File: src/rtl/exc_ctrl.sv
// Exception/interrupt commit controller: prioritises MEM-stage events, drives CP0 and flush/redirect.
// Latency: event at edge T -> commit pulse + flush in T+1, fetch redirect + flush in T+2.
// No backpressure: one event per 3-cycle sequence; MEM inputs are ignored while a sequence runs.
module exc_ctrl #(
    parameter logic [31:0] EXC_VECTOR  = 32'hBFC00380,
    parameter int          SYNC_STAGES = 2
) (
    input  logic        clk,
    input  logic        rst,
    input  logic        mem_valid_i,
    input  logic [31:0] mem_pc_i,
    input  logic        mem_in_ds_i,
    input  logic        if_adel_i,
    input  logic        ri_i,
    input  logic        sys_i,
    input  logic        bp_i,
    input  logic        ov_i,
    input  logic        ld_adel_i,
    input  logic        st_ades_i,
    input  logic [31:0] mem_addr_i,
    input  logic        eret_i,
    input  logic [5:0]  hw_int_raw_i,
    input  logic [31:0] status_i,
    input  logic [31:0] cause_i,
    input  logic [31:0] epc_i,
    output logic [5:0]  hw_int_o,
    output logic        exc_valid_o,
    output logic [4:0]  exc_code_o,
    output logic [31:0] exc_pc_o,
    output logic        exc_in_ds_o,
    output logic [31:0] exc_badvaddr_o,
    output logic        eret_o,
    output logic        flush_o,
    output logic        redirect_valid_o,
    output logic [31:0] redirect_pc_o
);

    typedef enum logic [1:0] {IDLE, FLUSH, REDIRECT} state_t;

    state_t      state_q, state_d;
    logic [5:0]  sync_q [SYNC_STAGES];
    logic [5:0]  sync_d [SYNC_STAGES];
    logic        exc_valid_q, exc_valid_d;
    logic [4:0]  exc_code_q, exc_code_d;
    logic [31:0] exc_pc_q, exc_pc_d;
    logic        exc_in_ds_q, exc_in_ds_d;
    logic [31:0] exc_badvaddr_q, exc_badvaddr_d;
    logic        eret_q, eret_d;
    logic        flush_q, flush_d;
    logic        redirect_valid_q, redirect_valid_d;
    logic [31:0] redirect_pc_q, redirect_pc_d;
    logic [31:0] tgt_q, tgt_d;

    logic        int_pending;
    logic        exc_any;
    logic [4:0]  code_sel;
    logic [31:0] badv_sel;
    logic        unused_cp0_bits;

    assign unused_cp0_bits = ^{status_i[31:16], status_i[7:2], cause_i[31:16], cause_i[7:0]};

    // Synchronizer chain: shifts every cycle regardless of FSM state
    always_comb begin
        sync_d[0] = hw_int_raw_i;
        for (int i = 1; i < SYNC_STAGES; i++) begin
            sync_d[i] = sync_q[i-1];
        end
    end

    assign hw_int_o = sync_q[SYNC_STAGES-1];

    // Interrupts are only taken with IE set, outside exception level, and an unmasked line pending
    assign int_pending = status_i[0] && !status_i[1] && ((cause_i[15:8] & status_i[15:8]) != 8'h00);
    assign exc_any     = int_pending || if_adel_i || ri_i || sys_i || bp_i || ov_i
                         || ld_adel_i || st_ades_i;

    // Priority encoder: ExcCode and bad address of the highest-priority exception class
    always_comb begin
        code_sel = 5'h00;
        badv_sel = 32'h0;
        if (int_pending) begin
            code_sel = 5'h00;
        end else if (if_adel_i) begin
            code_sel = 5'h04;
            badv_sel = mem_pc_i;
        end else if (ri_i) begin
            code_sel = 5'h0A;
        end else if (sys_i) begin
            code_sel = 5'h08;
        end else if (bp_i) begin
            code_sel = 5'h09;
        end else if (ov_i) begin
            code_sel = 5'h0C;
        end else if (ld_adel_i) begin
            code_sel = 5'h04;
            badv_sel = mem_addr_i;
        end else if (st_ades_i) begin
            code_sel = 5'h05;
            badv_sel = mem_addr_i;
        end
    end

    // FSM next state and next values of all registered outputs (outputs idle at zero)
    always_comb begin
        state_d          = state_q;
        tgt_d            = tgt_q;
        exc_valid_d      = 1'b0;
        exc_code_d       = 5'h00;
        exc_pc_d         = 32'h0;
        exc_in_ds_d      = 1'b0;
        exc_badvaddr_d   = 32'h0;
        eret_d           = 1'b0;
        flush_d          = 1'b0;
        redirect_valid_d = 1'b0;
        redirect_pc_d    = 32'h0;
        case (state_q)
            IDLE: begin
                if (mem_valid_i && (exc_any || eret_i)) begin
                    state_d = FLUSH;
                    flush_d = 1'b1;
                    if (exc_any) begin
                        // Any exception class wins over ERET, even at exception level
                        exc_valid_d    = 1'b1;
                        exc_code_d     = code_sel;
                        exc_pc_d       = mem_pc_i;
                        exc_in_ds_d    = mem_in_ds_i;
                        exc_badvaddr_d = badv_sel;
                        tgt_d          = EXC_VECTOR;
                    end else begin
                        eret_d = 1'b1;
                        tgt_d  = epc_i;
                    end
                end
            end
            FLUSH: begin
                state_d          = REDIRECT;
                flush_d          = 1'b1;
                redirect_valid_d = 1'b1;
                redirect_pc_d    = tgt_q;
            end
            REDIRECT: begin
                state_d = IDLE;
            end
            default: begin
                state_d = IDLE;
            end
        endcase
    end

    // State, synchronizer and output registers; reset aborts any sequence in flight
    always_ff @(posedge clk or posedge rst) begin
        if (rst) begin
            state_q          <= IDLE;
            for (int i = 0; i < SYNC_STAGES; i++) begin
                sync_q[i] <= 6'h00;
            end
            tgt_q            <= 32'h0;
            exc_valid_q      <= 1'b0;
            exc_code_q       <= 5'h00;
            exc_pc_q         <= 32'h0;
            exc_in_ds_q      <= 1'b0;
            exc_badvaddr_q   <= 32'h0;
            eret_q           <= 1'b0;
            flush_q          <= 1'b0;
            redirect_valid_q <= 1'b0;
            redirect_pc_q    <= 32'h0;
        end else begin
            state_q          <= state_d;
            for (int i = 0; i < SYNC_STAGES; i++) begin
                sync_q[i] <= sync_d[i];
            end
            tgt_q            <= tgt_d;
            exc_valid_q      <= exc_valid_d;
            exc_code_q       <= exc_code_d;
            exc_pc_q         <= exc_pc_d;
            exc_in_ds_q      <= exc_in_ds_d;
            exc_badvaddr_q   <= exc_badvaddr_d;
            eret_q           <= eret_d;
            flush_q          <= flush_d;
            redirect_valid_q <= redirect_valid_d;
            redirect_pc_q    <= redirect_pc_d;
        end
    end

    assign exc_valid_o      = exc_valid_q;
    assign exc_code_o       = exc_code_q;
    assign exc_pc_o         = exc_pc_q;
    assign exc_in_ds_o      = exc_in_ds_q;
    assign exc_badvaddr_o   = exc_badvaddr_q;
    assign eret_o           = eret_q;
    assign flush_o          = flush_q;
    assign redirect_valid_o = redirect_valid_q;
    assign redirect_pc_o    = redirect_pc_q;

endmodule

File: config.mk
export PLATFORM = sky130hd
export DESIGN_NAME = exc_ctrl
export DESIGN_NICKNAME = d
export VERILOG_FILES = /design/src/rtl/exc_ctrl.sv
export SDC_FILE = /design/constraint.sdc
export NUM_CORES = 1
export LEC_CHECK = 0
export ABC_AREA = 1
export BUFFER_PORTS_ARGS = -buffer_cell sky130_fd_sc_hd__buf_2
export CAP_MARGIN = 40
export CORE_AREA = 5 5 118 120
export CTS_CLUSTER_DIAMETER = 200
export DETAILED_ROUTE_END_ITERATION = 6
export DIE_AREA = 0 0 123 125
export PLACE_DENSITY_LB_ADDON = 0.2
export REMOVE_ABC_BUFFERS = 1
export SYNTH_ARGS = -nofsm -noshare
export SYNTH_HDL_FRONTEND = slang
export SYNTH_SLANG_ARGS = --single-unit
File: constraint.sdc
create_clock -name clk -period 13.1 [get_ports clk]
set_input_delay 1.965 -clock clk [delete_from_list [all_inputs] [get_ports clk]]
set_output_delay 1.965 -clock clk [all_outputs]
set_load 0.02 [all_outputs]
==> metrics <==
status complete, no violations; storage element area roughly 0.0038 mm2; IO buf count ~240; maximum fanout along the worst path 50; synthesis warning total 0; cell count after synthesis 710; die area 0.0154 mm2; Worst Setup End Kind flip-flop; CTS resizes 0; Fin. Hold Viols 0; Post-Route WL approximately 16 mm; M1 GR Usage 0.256; clock network latency to the later pin of the worst-skew pair between 0.4 and 0.5 ns; most frequent cells in the layout nand2_1 (244), buf_2 (242), dfrtp_1 (151), inv_1 (73), nor3_1 (69); max_cap viols 0; Post-CTS Setup Inserts 0; Diodes inserted 0; Starting Density 0.480; die height ~130 um; Detail Placement HPWL 10.4 mm; largest net degree at the start of global routing 88; Buf/Inv on CP 4; multi-input logic area 0.00189 mm2; CTS Hold Bufs 0; Max IR drop VDD ~0.000074 V; GRT overflow 0; row count 42; fillers around 1200; hold path cells 0; P_leak about 4.7 nW; Reg2Reg Depth 5; HP Class reg2reg; Max Fclk about 240 MHz; Root Buffer clkbuf_16; H-tree lvl count 4; Worst setup SP type input pin; commonest non-fill, non-tap cell in the layout nand2_1; met2 usage 0.333; DR iter-0 viols about 360; Longest Clk Path Bufs 2; # clock sinks roughly 150; Critical Path Max Stage Delay between 0.7 and 0.8 ns; routed vias ~5300; critical path, cell by cell buf_2 -> nand2_1 -> nand2_1 -> nor2_1 -> nand2_1 -> nand2_2 -> buf_4 -> nand4_4 -> nand3_2 -> inv_1 -> nand2_1 -> inv_1; FF-to-FF End tgt_q[11]; Reg-to-Reg Start state_q[1]; Cell Area, Synth 0.00618 mm2; final setup vio count 0; total power per unit cell area approximately 150 mW/mm2; Crit Path Category in2reg; Fin Hold WS ~0.35 ns; crit path DAT between 4 and 5 ns; Final Net Count ~1100; post-route antenna net violation count 0; clock skew about 0.0046 ns; Seq/Total Area, Yosys 0.611; # DRC 0; layout cells sized above 1 0.311; setup TNS 0 ns; antenna violations before repair 1; routed length per instance 14.3 um; Util after Layout 0.627; core area between 0.01 and 0.015 mm2; worst-margin pin slew around 0.8 ns; Yosys cell types 21; Via density 4.73; Top cell by count, worst path nand2_1; Synth Register Bits roughly 150; hold endpoint hw_int_o[0]; Worst Min Path Start sync_d[0]; met3 usage 0.0949; WP data required 13.41 ns; GRT Resource Usage Total 0.212; GRT Max-Usage Layer met2; CTS tree built; Die Span X between 100 and 150 um; Tmin final a little over 4 ns; Finished Cell Area 0.00808 mm2; area growth from synthesis to layout 30.6%; First-pass DRT Iterations 7; number of global-route vias before repair approximately 5000; num ports slightly below 300; routability cong. roughly 0.80; Max transition margin 0.472; placed cell areas 0.00747 mm2; RSZ-0062 raised after global routing no; setup slack on the worst flop-to-flop path roughly 11 ns; Final Slew Violations 0; CTS Buf Count 17; Mean Syn Cell Area roughly 8.7 um2; largest delay contributor family on the critical path simple AND/OR/NAND/NOR gates; Final Cycle Share 0.316; Worst-path clk slew approximately 0.060 ns; global-route wire length before repair between 20 and 30 mm; Worst path slowest cell nand3_2
worst reg2reg max path, cell delays in order (launching register included):
cell	delay, ns
dfrtp_1	0.40
nor2_2	0.08
buf_4	0.35
nand3_2	0.66
nand2_1	0.26
nand2_1	0.07
power by group:
part	internal, W	total, W	switching [W]	leakage, nW
Clock	0.000310	0.000498	0.000188	0.294
Combinational	0.0000529	0.000167	0.000114	2.43
Sequential	0.000497	0.000508	0.0000106	2.01
Total	0.000860	0.00117	0.000312	4.74
sequential cells by signal, summed over array words and instances (netlist names), 2 cells and up:
register and cells:
redirect_pc_o 32, exc_code_o 4, state_q 2, sync_d 6
exc_pc_o 32, hw_int_o 6, exc_badvaddr_o 32, tgt_q 32
cell usage after synthesis:
cell type  instances  share of area
buf_1             10         0.0061
buf_2             16          0.013
buf_4              5         0.0061
buf_6              1         0.0018
clkbuf_1          18          0.011
conb_1             1        0.00061
dfrtp_1          151           0.61
inv_1             74          0.045
inv_2              2         0.0012
nand2_1          245           0.15
nand2_2            1         0.0010
nand3_1            2         0.0016
nand3_2            3         0.0049
nand4_1           45          0.046
nand4_4            1         0.0034
nor2_1            59          0.036
nor2_2             3         0.0030
nor2_4             1         0.0018
nor3_1            69          0.056
o21ai_0            2         0.0016
or2_1              1         0.0010
metrics by stage:
step           std cells  power (W)  setup WS (ns)
2_1_floorplan        660   0.000610           7.07
6_report            1118    0.00117           8.97
5_1_grt             1118    0.00123           8.74
3_3_place_gp        1085   0.000680           8.53
3_5_place_dp        1086   0.000684           8.54
4_1_cts             1118    0.00118           9.00
cells by family (layout without fill, tap and decap cells):
| family | after synthesis | count (layout) | synth area share |
|---|---|---|---|
| AOI/OAI and AO/OA | 2 | 2 | 0.00162 |
| buffers and inverters | 126 | 358 | 0.0840 |
| DFF | 151 | 151 | 0.611 |
| and+or+nand+nor | 430 | 430 | 0.303 |
| other | 1 | 1 | 0.000606 |
layer usage:
| layer | share of wire | wire [um] | up-vias |
|---|---|---|---|
| met3 | 0.12 | 1850 | 21 |
| met1 | 0.40 | 6400 | 2401 |
| met5 | 0.00081 | 13 | - |
| met4 | 0.015 | 238 | 2 |
| met2 | 0.47 | 7510 | 222 |
| li1 | - | - | 2638 |
layout make-up:
type | instances | share of cell area
Clock buffer | 21 | 0.0570
Tap cell | 176 | 0.0273
Multi-Input combinational cell | 433 | 0.234
Clock inverter | 11 | 0.0181
Timing Repair Buffer | 250 | 0.160
Inverter | 76 | 0.0359
Sequential cell | 151 | 0.468
worst max path at each step:
stage,startpoint,end,depth (start not counted)
after floorplan,rst,eret_o,1
after global placement,cause_i[15],eret_o,12
after detailed placement,cause_i[8],eret_o,12
after CTS,cause_i[15],eret_o,12
after global routing,cause_i[13],eret_o,12
final,cause_i[13],eret_o,12
No activity file was read; power rests on OpenSTA's default activity.
